[config.mk]
export PLATFORM = sky130hd
export DESIGN_NAME = polling_scheduler
export DESIGN_NICKNAME = d
export VERILOG_FILES = /design/src/rtl/polling_scheduler.sv
export SDC_FILE = /design/constraint.sdc
export NUM_CORES = 1
export LEC_CHECK = 0
export ABC_AREA = 1
export BUFFER_PORTS_ARGS = -buffer_cell sky130_fd_sc_hd__buf_4
export CAP_MARGIN = 20
export CORE_ASPECT_RATIO = 1.75
export CORE_MARGIN = 3
export CORE_UTILIZATION = 34
export CTS_BUF_LIST = sky130_fd_sc_hd__clkbuf_8 sky130_fd_sc_hd__clkbuf_16
export DETAILED_ROUTE_END_ITERATION = 8
export GPL_ROUTABILITY_DRIVEN = 0
export PLACE_DENSITY_LB_ADDON = 0.08
export SLEW_MARGIN = 10
export SYNTH_ARGS = -nofsm -noshare
export SYNTH_HDL_FRONTEND = slang
export SYNTH_SLANG_ARGS = --single-unit
[constraint.sdc]
create_clock -name clock -period 2.2 [get_ports clock]
set_input_delay 0 -clock clock [delete_from_list [all_inputs] [get_ports clock]]
set_output_delay 0 -clock clock [all_outputs]
set_load 0.03 [all_outputs]
[src/rtl/polling_scheduler.sv]
// Round-robin poll launcher: each period tick issues one req/ack poll to the next enabled channel.
// Latency: tick to poll_req is 1 cycle; ack to poll_done is 1 cycle; all outputs registered.
// Backpressure: a request is held until acked (or aged out); ticks arriving meanwhile are dropped and flagged.
//
// Optional feature: define POLL_TIMEOUT_EN to abandon a request after TIMEOUT_CYCLES un-acked cycles.
//
// Ports:
//   clock, reset       core clock (posedge), asynchronous active-low reset
//   enable             scheduler run control; low clears the tick counter
//   period             cycles between ticks (0 behaves as 1)
//   channel_mask       per-channel eligibility
//   poll_ack           per-channel acknowledge; only the active channel's bit is observed
//   poll_req           one-hot request, held until ack/timeout
//   active_channel     index of the requested channel (meaningful while busy)
//   busy               high while a request is outstanding
//   poll_done          1-cycle pulse after an acked poll
//   missed_tick        1-cycle pulse for a tick that landed while busy
//   poll_timeout       1-cycle pulse for an abandoned request (constant 0 without POLL_TIMEOUT_EN)
module polling_scheduler #(
    parameter int NUM_CHANNELS   = 4,
    parameter int PERIOD_W       = 16,
    parameter int TIMEOUT_CYCLES = 64,
    localparam int CH_W = (NUM_CHANNELS > 1) ? $clog2(NUM_CHANNELS) : 1
) (
    input  logic                    clock,
    input  logic                    reset,
    input  logic                    enable,
    input  logic [PERIOD_W-1:0]     period,
    input  logic [NUM_CHANNELS-1:0] channel_mask,
    input  logic [NUM_CHANNELS-1:0] poll_ack,
    output logic [NUM_CHANNELS-1:0] poll_req,
    output logic [CH_W-1:0]         active_channel,
    output logic                    busy,
    output logic                    poll_done,
    output logic                    missed_tick,
    output logic                    poll_timeout
);

    typedef enum logic [1:0] {
        S_IDLE = 2'd0,
        S_WAIT = 2'd1,
        S_REQ  = 2'd2
    } state_t;

    state_t state, state_nxt;

    logic [PERIOD_W-1:0] cnt;
    logic [PERIOD_W-1:0] period_m1;
    logic                tick;

    logic [CH_W-1:0]     ptr;
    logic [CH_W-1:0]     sel;
    logic                any_elig;
    logic                ack_hit;
    logic                age_exp;
    logic                start;
    logic                fin_ack;
    logic                fin_to;

    // ------------------------------------------------------------------
    // Tick generator. The >= compare means a period shrunk below the
    // current count fires on the very next cycle instead of wrapping.
    // ------------------------------------------------------------------
    always_comb begin
        period_m1 = (period == '0) ? '0 : period - 1'b1;
        tick      = enable && (cnt >= period_m1);
    end

    always_ff @(posedge clock or negedge reset) begin
        if (!reset) begin
            cnt <= '0;
        end else if (!enable || tick) begin
            cnt <= '0;
        end else begin
            cnt <= cnt + 1'b1;
        end
    end

    // ------------------------------------------------------------------
    // Round-robin pick: first eligible channel strictly after ptr,
    // wrapping. Scanning offsets from largest to smallest lets the
    // nearest one overwrite; offset NUM_CHANNELS lands back on ptr itself.
    // ------------------------------------------------------------------
    always_comb begin
        int          idx;
        logic [CH_W-1:0] idx_c;
        sel   = ptr;
        idx   = 0;
        idx_c = '0;
        for (int i = NUM_CHANNELS; i >= 1; i--) begin
            idx   = (int'(ptr) + i) % NUM_CHANNELS;
            idx_c = CH_W'(idx);
            if (channel_mask[idx_c]) begin
                sel = idx_c;
            end
        end
    end

    assign any_elig = |channel_mask;
    assign ack_hit  = poll_ack[active_channel];

    // ------------------------------------------------------------------
    // Request age (optional abandon path)
    // ------------------------------------------------------------------
`ifdef POLL_TIMEOUT_EN
    localparam int AGE_W = $clog2(TIMEOUT_CYCLES) + 1;
    logic [AGE_W-1:0] age;

    assign age_exp = (age == AGE_W'(TIMEOUT_CYCLES - 1));

    always_ff @(posedge clock or negedge reset) begin
        if (!reset) begin
            age <= '0;
        end else if (start) begin
            age <= '0;
        end else if (state == S_REQ) begin
            age <= age + 1'b1;
        end
    end

    always_ff @(posedge clock or negedge reset) begin
        if (!reset) begin
            poll_timeout <= 1'b0;
        end else begin
            poll_timeout <= fin_to;
        end
    end
`else
    assign age_exp      = 1'b0;
    assign poll_timeout = 1'b0;
`endif

    // ------------------------------------------------------------------
    // Control FSM
    // ------------------------------------------------------------------
    always_ff @(posedge clock or negedge reset) begin
        if (!reset) begin
            state <= S_IDLE;
        end else begin
            state <= state_nxt;
        end
    end

    // IDLE and WAIT both launch on a tick; tick already implies enable,
    // so an IDLE block that just got enabled never loses its first tick.
    always_comb begin
        state_nxt = state;
        start     = 1'b0;
        fin_ack   = 1'b0;
        fin_to    = 1'b0;
        case (state)
            S_IDLE, S_WAIT: begin
                if (tick && any_elig) begin
                    state_nxt = S_REQ;
                    start     = 1'b1;
                end else if (enable) begin
                    state_nxt = S_WAIT;
                end else begin
                    state_nxt = S_IDLE;
                end
            end
            S_REQ: begin
                // An ack on the expiry cycle takes priority over the abandon.
                if (ack_hit) begin
                    fin_ack   = 1'b1;
                    state_nxt = enable ? S_WAIT : S_IDLE;
                end else if (age_exp) begin
                    fin_to    = 1'b1;
                    state_nxt = enable ? S_WAIT : S_IDLE;
                end
            end
            default: state_nxt = S_IDLE;
        endcase
    end

    assign busy = (state == S_REQ);

    // ------------------------------------------------------------------
    // Registered outputs and round-robin pointer
    // ------------------------------------------------------------------
    always_ff @(posedge clock or negedge reset) begin
        if (!reset) begin
            poll_req       <= '0;
            active_channel <= '0;
            ptr            <= CH_W'(NUM_CHANNELS - 1);
            poll_done      <= 1'b0;
            missed_tick    <= 1'b0;
        end else begin
            poll_done   <= fin_ack;
            missed_tick <= (state == S_REQ) && tick;
            if (start) begin
                poll_req       <= NUM_CHANNELS'(1) << sel;
                active_channel <= sel;
                ptr            <= sel;
            end else if (fin_ack || fin_to) begin
                poll_req <= '0;
            end
        end
    end

endmodule

# After elaboration in Yosys (flattened, before gate mapping)
# Cells that the tools add are included.
# totals
in_bits	27
out_inout_bits	10
register_bits	28
# op_classes
eq_ne	3
magnitude_cmp	6
n_shift	1
reduce_logical	10
n_addsub	6
muxes	26
# op_table
cell	n
16-bit two-way mux	2
16-bit by 1-bit adder with 16-bit output (second input constant)	1
16-bit greater-or-equal comparator	1
16-bit logical NOT	1
16-bit by 1-bit subtractor with 16-bit output (second input constant)	1
2-bit by 3-bit less-than comparator with 1-bit output (second input constant)	5
2-bit two-way mux	6
1-bit binary-select mux with 2-bit select	5
1-bit two-way mux	10
4-bit two-way mux	2
2-bit by 1-bit adder with 2-bit output (second input constant)	2
2-bit adder (second input constant)	2
2-bit case mux with 2 select lines	1
4-bit OR reduction	1
1-bit by 2-bit << shifter with 4-bit output (first input constant)	1
1-bit logical AND	3
2-bit by 1-bit equality test with 1-bit output (second input constant)	1
2-bit equality test (second input constant)	1
2-bit logical NOT	1
2-bit by 1-bit inequality test with 1-bit output (second input constant)	1
2-bit nonzero test	1
2-bit OR reduction	1
1-bit logical NOT	1
1-bit logical OR	1

# Logic depth before layout (Yosys ltp)
# Gate-level depths: netlist of the first run.
# logic_depth
ltp_word	9
mapped_depth	21
mapped_depth_nobuf	21

# Worst setup path after synthesis of the first run
# Ideal clock, no wire load.
# synth_timing
path_kind	input port to flip-flop
from	in period[0]
to	reg cnt[11]
slack_ns	0.118
n_path_buf	1
t_required_ns	2.079
stages	19
arrival_time_ns	1.961
setup_ns	0.121
path_cell_list	inv_1 ha_1 inv_1 nor2_1 inv_1 nor2_4 xor2_1 nand2_1 ha_1 nand2_1 inv_1 nand2_1 nor2_1 nor2_1 nand2_1 nand2_1 nand3_1 buf_2 nor2_1
# synth_via
elab_chain_cells	6
# synth_lines
item	line_no	rtl
start: declaration	28	input logic [PERIOD_W-1:0] period,
16-bit by 1-bit subtractor with 16-bit output / 16-bit logical NOT (equally long branches)	65	period_m1 = (period == '0) ? '0 : period - 1'b1;
16-bit two-way mux *	65	
16-bit greater-or-equal comparator *	66	tick = enable && (cnt >= period_m1);
1-bit logical AND *	66	
1-bit logical OR *	72	end else if (!enable || tick) begin
16-bit two-way mux *	72	
end signal: assignment	75	cnt <= cnt + 1'b1;
end: declaration	47	logic [PERIOD_W-1:0] cnt;
# Every way passes the cells marked *; elsewhere a longest branch is shown, timed or not.
# A chain may end at the register's enable or synchronous reset.

# Worst setup path after layout of the first run
# layout_timing
from	in period[2]
to	reg cnt[12]
# Same word-level chain as after synthesis.

==> impl_metrics.py, run 1 <==
metrics = {
    "outcome": {
        "outcome": "finished, final reports clean",
    },
    "die": {
        "core.rowCount": 40,
        "placeableCoreArea_um2": 6910,
        "floorplan.die.width_um": 69.9,
        "dieHeight_um": 118,
        "fp.dieArea_um2": 8230,
        "initial_core_util_pct": 35.1,
        "io_pins": 37,
    },
    "setup_path": {
        "cp_cell_sequence": "buf_8 > nor2_4 > nand2_2 > nor2_4 > nand2_4 > nor3_4 > buf_4 > a21oi_2 > nand3b_1 > ha_1 > a21oi_2 > o21ai_1 > a21oi_2 > nand3_4 > buf_4 > nor2_1 > o21a_1",
        "max_stage_delay_ns": 0.33,
        "required_ns": 2.41,
        "cp_slowest_cell": "ha_1",
        "worstPathMaxFanout": 5,
        "worstPathBufferInverterCount": 3,
        "arrival_ns": 2.38,
        "cp-end-kind": "register",
        "reg2reg_from": "cnt[6]",
        "cpMostUsedCell": "a21oi_2",
        "setup.worst_path.start": "period[2]",
        "timing.critical_path.max_delay_family": "simple AND/OR/NAND/NOR gates",
        "kind_of_critical_path": "in2reg",
        "worst_reg2reg_setup_slack_ns": 0.29,
        "cp-start-kind": "input pin",
    },
    "timing": {
        "setup_skew_after_layout_ns": 0.00205,
        "tightest_slew_ns": 0.570,
        "max_slew_margin_pct": 61.6,
        "timing.final.max_slew_violations": 0,
        "timing_hold_violations_final": 0,
        "total_neg_setup_slack_ns": 0,
        "finalSetupViolCount": 0,
        "fin_crit_ns": 2.17,
        "finalWorstSetupSlack_ns": 0.0299,
        "final.period_utilization_pct": 98.6,
        "grt_setup_unrepaired": "true",
        "max_clock_freq_mhz": 461,
    },
    "flow_run": {
        "max_cap_viol_count": 0,
    },
    "synthesis": {
        "synth_commonest_cells": "nand2_1, inv_1, nor2_1, dfrtp_1, nand3_1",
        "async_set_reset_flop_share_out_of_synthesis_pct": 100,
        "yosys_warnings": 0,
        "count_of_state_elements_after_synthesis": 28,
        "syn-mean-instance-area_um2": 7.07,
        "netlist_top_cells_area": "dfrtp_1, nand2_1, ha_1",
        "synth.lib_cells_used.distinct": 40,
        "synth_most_common_cell": "nand2_1",
        "postSynthCellCount": 343,
        "synthDominantCellAreaShare_pct": 26.8,
        "synth_enable_flop_cells": 0,
        "sequential_area_share_after_synthesis_pct": 29.0,
        "netlist_area_um2": 2430,
        "synth_nets": 389,
        "cell_type_with_the_highest_aggregate_area_in_the_netlist": "dfrtp_1",
        "ys_dominant_reg_cell": "dfrtp_1",
    },
    "finish": {
        "post_route_cells_drive_above_1_share_pct": 37.9,
        "nets": 467,
        "non_filler_instance_count_after_layout": 504,
        "insertedDiodeCount": 0,
        "area.growth.synth_to_final_pct": 40.6,
    },
    "route": {
        "drt-total-wl_um": 6470,
        "antenna_violating_nets_post_route": 0,
        "drcViolationCount": 0,
        "number_of_iterations_in_the_first_detailed_routing_pass": 4,
        "initialDrtViolationCount": 62,
        "detail_route.wl_per_cell_um": 12.8,
        "avgViaCountPerCell": 4.81,
        "detailroute.via_count": 2422,
    },
    "power": {
        "static-leakage-power_nw": 1.71,
        "report.power.total_mw": 1.56,
        "power.density_cell_area_nw_per_um2": 456,
        "irDropWorstVdd_mv": 0.352,
    },
    "global_route": {
        "grt_max_degree": 29,
        "gr-total-overflow": 0,
        "wire_length_of_the_first_global_routing_pass_um": 10700,
        "grt_util_all_layers_pct": 15.7,
        "first_global_vias": 2451,
        "grt_antenna_before_repair": 0,
    },
    "cts": {
        "clk_latency_ns": 0.27,
        "cts_root_buffer": "clkbuf_16",
        "cts_tree": "yes",
        "clkSinkCount": 28,
        "clock_slew_at_reported_path_ffs_ns": 0.07,
        "cts_made_buffers": 3,
        "ctsHtreeMaxLevel": 1,
        "clockBufferDepth": 2,
    },
    "placed_design": {
        "dp.cells": 488,
        "hpwl_um": 5070,
        "port-buffer-count": 35,
        "post-place-ws_ns": -0.316,
    },
    "min_path": {
        "worst_hold_path_type": "in2async",
    },
}
## sequential cells by signal, indices dropped and copies added (netlist names)
register / cells
cnt: 16
poll_req: 4
active_channel: 2
ptr: 2
state: 2
missed_tick: 1
poll_done: 1
## final timing paths
kind,depth (start not counted),to
hold / removal,2,poll_done
hold reg to reg,1,cnt[0]
min in group clock,4,poll_done
setup / recovery,17,cnt[12]
max in group asynchronous,2,ptr[1]
setup reg to reg,12,cnt[12]
## per-stage QoR
step                hold WS, ns  area (µm²)  utilization (%)
floorplan                -0.296        2430                -
global placement        -0.0520        2990             43.3
detailed placement      -0.0513        2990             43.3
CTS                       0.194        3160             45.7
global route              0.206        3410             49.4
finish                    0.173        3410             49.4
## logic make-up (layout without fill, tap and decap cells)
| kind of cell | after synthesis | in the layout | share of synthesized area, % |
|---|---|---|---|
| AND/OR/NAND/NOR | 208 | 208 | 42.8 |
| buffers and inverters | 51 | 128 | 8.77 |
| AO/OA/AOI/OAI | 29 | 29 | 7.01 |
| flip-flops | 28 | 28 | 29.0 |
| adder cells (fa/ha/maj) | 19 | 19 | 9.80 |
| XOR/XNOR | 7 | 7 | 2.53 |
| other | 1 | 1 | 0.155 |
## placed cells by master (no fill, tap or decap), drive strengths merged
cell / Yosys / routed
nand2: 104 / 104
buf: 4 / 75
nor2: 50 / 50
inv: 47 / 47
nand3: 29 / 29
dfrtp: 26 / 26
ha: 19 / 19
a21oi: 12 / 12
o21ai: 9 / 9
nor4: 8 / 8
nand4: 7 / 7
xor2: 5 / 5
nor3: 4 / 4
o21bai: 3 / 3
clkbuf: 0 / 3
nand3b: 2 / 2
xnor2: 2 / 2
dlygate4sd3: 0 / 2
dfstp: 2 / 2
or2: 2 / 2
o211ai: 1 / 1
a31oi: 1 / 1
o31ai: 1 / 1
o21a: 1 / 1
and3: 1 / 1
nor3b: 1 / 1
a32o: 1 / 1
conb: 1 / 1
bufinv: 0 / 1
## layer usage
layer	vias up	share of wire, %	track usage, %	wire length [µm]
met1	1105	36	16.0	2310
met5	-	0	0	0
met2	44	57	30.3	3710
li1	1260	-	-	-
met3	13	3.0	1.37	194
met4	0	3.9	8.63	250
## final cells by class
cell class	instances	area [µm²]
Fill cell	694	3500
Multi-Input combinational cell	264	1700
Sequential cell	28	703
Timing Repair Buffer	77	609
Inverter	47	186
Tap cell	84	105
Clock buffer	3	75.1
Clock inverter	1	30.0
## report_power, final
part	leakage [nW]	switching [mW]	internal [mW]	total, mW
sequential	0.377	0.0280	0.538	0.566
clock	0.0511	0.183	0.363	0.545
combinational	1.28	0.254	0.189	0.444
## timing repair
item	in CTS	in global routing
pin swaps	3	31
gates cloned	0	2
setup buffers	2	6
endpoints found under the hold margin	29	0
hold buffers	2	0
endpoints found under the setup margin	10	27
gates resized for setup	5	49
Power figures use the tool's default switching activity.
==> inputs of run 2 (changes only) <==
Settings changed: ABC_AREA 1 to default.
==> impl_metrics.py, run 2 <==
metrics = {
    "synthesis": {
        "synth.lib_cells_used.distinct": 38,
        "syn-mean-instance-area_um2": 8.99,
        "fraction_of_the_mapped_netlist_area_in_simple_logic_gates_pct": 26.2,
        "cell_type_with_the_highest_aggregate_area_in_the_netlist": "dfrtp_1",
        "postSynthCellCount": 223,
        "synth_nets": 269,
        "count_of_state_elements_after_synthesis": 28,
        "async_set_reset_flop_share_out_of_synthesis_pct": 100,
        "netlist_top_cells_area": "dfrtp_1, ha_1, xor2_1",
        "synth_commonest_cells": "nand2_1, nor2_1, dfrtp_1, ha_1, xor2_1",
        "synth_most_common_cell": "nand2_1",
        "yosys_warnings": 0,
        "ys_dominant_reg_cell": "dfrtp_1",
        "netlist_area_um2": 2000,
        "synth.area.mux_share_pct": 6.80,
        "sequential_area_share_after_synthesis_pct": 35.1,
        "synth_xor_area_share_pct": 11.4,
        "synth-compound-area-share_pct": 5.68,
        "largest_family_of_logic_cells_by_synthesized_area": "simple AND/OR/NAND/NOR gates",
        "synth_enable_flop_cells": 0,
        "share_of_synthesized_cell_area_in_full_adder_half_adder_and_majority_cells_pct": 11.9,
        "synthDominantCellAreaShare_pct": 32.5,
    },
    "route": {
        "initialDrtViolationCount": 57,
        "number_of_iterations_in_the_first_detailed_routing_pass": 4,
        "drt-total-wl_um": 5040,
        "avgViaCountPerCell": 4.83,
        "detailroute.via_count": 1866,
        "drcViolationCount": 0,
        "detail_route.wl_per_cell_um": 13.1,
        "antenna_violating_nets_post_route": 0,
    },
    "setup_path": {
        "max_stage_delay_ns": 0.54,
        "kind_of_critical_path": "in2reg",
        "cp-end-kind": "register",
        "cpMostUsedCell": "or4_4",
        "required_ns": 2.38,
        "worstPathBufferInverterCount": 1,
        "worstPathMaxFanout": 5,
        "setup.worst_path.start": "period[9]",
        "cp_slowest_cell": "or4_4",
        "cp_cell_sequence": "buf_6 > or4_4 > or3_4 > or4_4 > or3_4 > and2_4 > ha_4 > nand2b_4 > a2111oi_4 > or4_4 > o211ai_1 > nand3_2 > mux2_4",
        "arrival_ns": 3.61,
        "timing.critical_path.max_delay_family": "simple AND/OR/NAND/NOR gates",
        "cp-start-kind": "input pin",
        "reg2reg_from": "cnt[13]",
    },
    "die": {
        "fp.dieArea_um2": 6890,
        "initial_core_util_pct": 35.6,
        "io_pins": 37,
        "core.rowCount": 36,
        "placeableCoreArea_um2": 5630,
        "floorplan.die.width_um": 64.0,
        "dieHeight_um": 108,
    },
    "timing": {
        "max_clock_freq_mhz": 292,
        "timing_hold_violations_final": 0,
        "fin_crit_ns": 3.43,
        "timing.final.max_slew_violations": 0,
        "finalSetupViolCount": 27,
        "worst_hold_margin_ns": 0.0201,
        "grt_setup_unrepaired": "true",
        "finalWorstSetupSlack_ns": -1.23,
        "setup_skew_after_layout_ns": 0.00239,
        "total_neg_setup_slack_ns": -28.31,
        "final.period_utilization_pct": 156,
    },
    "cts": {
        "clockBufferDepth": 2,
        "clkSinkCount": 28,
        "cts_made_buffers": 3,
        "cts_tree": "yes",
        "clock_slew_at_reported_path_ffs_ns": 0.10,
        "ctsHtreeMaxLevel": 1,
        "clk_latency_ns": 0.28,
        "cts_root_buffer": "clkbuf_8",
    },
    "placed_design": {
        "port-buffer-count": 35,
        "dp.cells": 377,
        "hpwl_um": 4020,
        "post-place-ws_ns": -1.57,
    },
    "finish": {
        "insertedDiodeCount": 0,
        "area.growth.synth_to_final_pct": 44.6,
        "final_util_pct": 51.5,
        "largest-register": "cnt",
        "non_filler_instance_count_after_layout": 386,
        "final_common_cell": "buf_4",
        "post_route_cells_drive_above_1_share_pct": 36.5,
        "final_cell_mix": "buf_4, nand2_1, dfrtp_1",
        "nets": 357,
        "max_ffs_per_register": 16,
        "top_flop_regs": "cnt (16), poll_req (4)",
    },
    "min_path": {
        "worst_hold_path_type": "in2reg",
        "hp-start": "enable",
    },
    "flow_run": {
        "max_cap_viol_count": 0,
    },
    "global_route": {
        "grt_antenna_before_repair": 0,
        "wire_length_of_the_first_global_routing_pass_um": 8830,
        "first_global_vias": 1967,
        "grt_util_all_layers_pct": 16.3,
        "grt_max_degree": 29,
        "gr-total-overflow": 0,
    },
    "outcome": {
        "violations": "setup timing",
        "outcome": "finished, violations left",
    },
    "power": {
        "power.density_cell_area_nw_per_um2": 416,
        "static-leakage-power_nw": 1.48,
        "irDropWorstVdd_mv": 0.373,
    },
}
[run 2: cell count changes after synthesis, moves of 6 or more]
cell	change
inv_1	-33
nor2_1	-13
nand3_1	-16
xnor2_1	+6
nand2_1	-56
and3_1	+6
mux2i_1	+8
nand2_2	-14
xor2_1	+13
[run 2: cell type report]
type / instances / area (µm²)
tap: 76 / 95.1
inverter: 8 / 30.0
multi-input combinational: 184 / 1350
sequential: 28 / 703
timing repair buffer: 86 / 671
fill: 563 / 2730
clock buffer: 4 / 55.1
[run 2: logic make-up after synthesis]
logic type      after synthesis
buf+inv                      12
fa+ha+maj                    19
flops                        28
mux                          12
xor+xnor                     26
compound gates               19
other cells                   1
simple gates                106
[run 2: metrics by stage]
stage	power [mW]	area, µm²
CTS	1.22	2890
global placement	0.854	2700
global route	1.28	2900
floorplan	0.709	2020
finish	1.20	2900
detailed placement	0.855	2700
[run 2: path summary, 6_finish.rpt]
| check | cells past startpoint | slack (ns) | to |
|---|---|---|---|
| max | 13 | -1.23 | active_channel[1] |
| min in group asynchronous | 2 | 0.16 | poll_done |
| min reg2reg | 2 | 0.54 | poll_req[1] |
| max in group asynchronous | 2 | 1.72 | ptr[1] |
| min | 2 | 0.02 | state[0] |
| max reg2reg | 6 | -0.07 | active_channel[1] |
[run 2: metal layers]
metal / part of all wire [%] / wire length, µm / GRT usage, % / vias up
met1: 36 / 1820 / 17.0 / 879
met4: 1.9 / 98 / 6.96 / 0
met3: 3.4 / 169 / 1.36 / 5
met2: 59 / 2960 / 32.2 / 34
li1: - / - / - / 948
met5: 0 / 0 / 0 / -
[run 2: timing repair]
action                     4_1_cts  5_1_grt
pin swaps                        4        3
setup endpoints to repair       27       27
cloned                           2        0
hold buffers                     1        0
resized for setup               19        4
hold endpoints to repair        28        0
setup buffers                    2        0
[run 2: power breakdown]
group | total, mW | internal, mW | switching (mW)
logic | 0.316 | 0.164 | 0.152
registers | 0.558 | 0.539 | 0.0191
clock network | 0.331 | 0.161 | 0.170
total | 1.20 | 0.864 | 0.341
==> inputs of run 3 (changes only) <==
Settings changed: PLACE_DENSITY from default to 0.61, PLACE_DENSITY_LB_ADDON 0.08 to default.
==> impl_metrics.py, run 3 (synthesized netlist as in run 2, its figures left out) <==
metrics = {
    "outcome": {
        "outcome": "finished, violations left",
        "violations": "setup timing",
    },
    "power": {
        "report.power.total_mw": 1.15,
        "share_seq_of_total_power_pct": 48.5,
        "power.density_cell_area_nw_per_um2": 393,
        "static-leakage-power_nw": 1.50,
        "irDropWorstVdd_mv": 0.443,
        "swShare_pct": 27.8,
        "power_frac_comb_pct": 28.1,
        "pwr-share-clk_pct": 23.4,
        "intPower_mw": 0.832,
        "p_switching_mw": 0.320,
    },
    "route": {
        "avgViaCountPerCell": 4.85,
        "number_of_iterations_in_the_first_detailed_routing_pass": 4,
        "antenna_violating_nets_post_route": 0,
        "detailroute.via_count": 1876,
        "drcViolationCount": 0,
        "drt-total-wl_um": 4880,
        "detail_route.wl_per_cell_um": 12.6,
        "initialDrtViolationCount": 38,
    },
    "die": {
        "dieHeight_um": 108,
        "fp.dieArea_um2": 6890,
        "placeableCoreArea_um2": 5630,
        "core.rowCount": 36,
        "io_pins": 37,
        "initial_core_util_pct": 35.6,
        "floorplan.die.width_um": 64.0,
    },
    "finish": {
        "largest-register": "cnt",
        "max_ffs_per_register": 16,
        "insertedDiodeCount": 0,
        "nets": 359,
        "final.fill_count": 541,
        "top_flop_regs": "cnt (16), poll_req (4)",
        "seq_area_um2": 703,
        "final_common_cell": "buf_4",
        "post_route_cells_drive_above_1_share_pct": 35.7,
        "final_cell_mix": "buf_4, nand2_1, nor2_1",
        "area.growth.synth_to_final_pct": 46.2,
        "multi_input_comb_area_um2": 1340,
        "final_design_area_no_fill_um2": 2930,
    },
    "timing": {
        "finalWorstSetupSlack_ns": -1.26,
        "grt_setup_unrepaired": "true",
        "setup_skew_after_layout_ns": 0.00233,
        "finalSetupViolCount": 27,
        "fin_crit_ns": 3.46,
        "final.period_utilization_pct": 157,
        "timing.final.max_slew_violations": 0,
        "timing_hold_violations_final": 0,
        "max_clock_freq_mhz": 289,
        "total_neg_setup_slack_ns": -30.60,
    },
    "placed_design": {
        "placedInstanceArea_um2": 2720,
        "hpwl_um": 3790,
        "post-place-ws_ns": -1.57,
        "port-buffer-count": 35,
    },
    "cts": {
        "clock_slew_at_reported_path_ffs_ns": 0.09,
        "ctsHtreeMaxLevel": 1,
        "cts_made_buffers": 3,
        "clockBufferDepth": 2,
        "clk_latency_ns": 0.26,
        "cts_root_buffer": "clkbuf_8",
        "cts_tree": "yes",
        "clkSinkCount": 28,
    },
    "global_route": {
        "grt_max_degree": 29,
        "wire_length_of_the_first_global_routing_pass_um": 8420,
        "grt_util_all_layers_pct": 15.2,
        "first_global_vias": 1993,
        "grt_antenna_before_repair": 0,
        "gr-total-overflow": 0,
    },
    "setup_path": {
        "kind_of_critical_path": "in2reg",
        "worstPathMaxFanout": 5,
        "cp-end-kind": "register",
        "cp-start-kind": "input pin",
        "arrival_ns": 3.61,
        "required_ns": 2.36,
    },
    "flow_run": {
        "max_cap_viol_count": 0,
    },
    "min_path": {
        "worst_hold_path_type": "in2reg",
    },
}
run 3: per-layer routing:
metal / part of all wire (%) / track usage [%] / vias to the layer above / wire length, µm
met5: 0 / 0 / - / 0
met4: 1.5 / 5.41 / 0 / 74
met3: 3.6 / 1.25 / 6 / 175
met2: 56 / 30.4 / 40 / 2750
met1: 39 / 15.9 / 875 / 1880
li1: - / - / 955 / -
run 3: critical path, cell delays in order:
cell and delay (ns):
buf_6 0.09, or4_4 0.53, or3_4 0.34, or4_4 0.43
or3_4 0.38, and2_4 0.18, ha_4 0.25, nand2b_4 0.12
a2111oi_4 0.06, or4_4 0.52, o211ai_1 0.17, nand3_2 0.22
mux2_4 0.33
run 3: cell type report:
cell class                 count  share of cell area, %
sequential                    28                   24.0
tap                           76                   3.25
timing repair buffer          89                   24.6
multi-input combinational    183                   45.7
clock buffer                   3                   1.41
inverter                       8                   1.02
run 3: path summary, 6_finish.rpt:
kind,start,to,slack (ns),depth (start not counted)
worst min-delay path,enable,state[0],0.05,2
worst max-delay path,period[9],active_channel[1],-1.26,13
max in group asynchronous,reset,ptr[0],1.71,2
worst min register to register,ptr[0],ptr[0],0.53,2
worst max register to register,cnt[13],active_channel[1],-0.04,6
min in group asynchronous,reset,active_channel[1],0.18,2
run 3: metrics by stage:
stage               std cells  hold slack (ns)  utilization [%]
finish                    387           0.0493             52.0
global route              387           0.0465             52.0
CTS                       383           0.0293             51.2
detailed placement        376          -0.0545             48.3
global placement          376          -0.0576             48.3
floorplan                 223           -0.296                -
run 3: power by group through the flow:
stage	combinational (mW)	clock [mW]	sequential, mW
global placement	0.283	0	0.568
detailed placement	0.287	0	0.566
floorplan	0.123	0	0.586
CTS	0.319	0.285	0.557
finish	0.324	0.270	0.558
global route	0.362	0.305	0.562
run 3: timing repair:
action / CTS / global route
setup buffers: 2 / 4
endpoints found under the hold margin: 28 / 0
hold buffers: 1 / 0
endpoints found under the setup margin: 27 / 27
pin swaps: 4 / 5
resized for setup: 14 / 3
gates cloned: 1 / 0
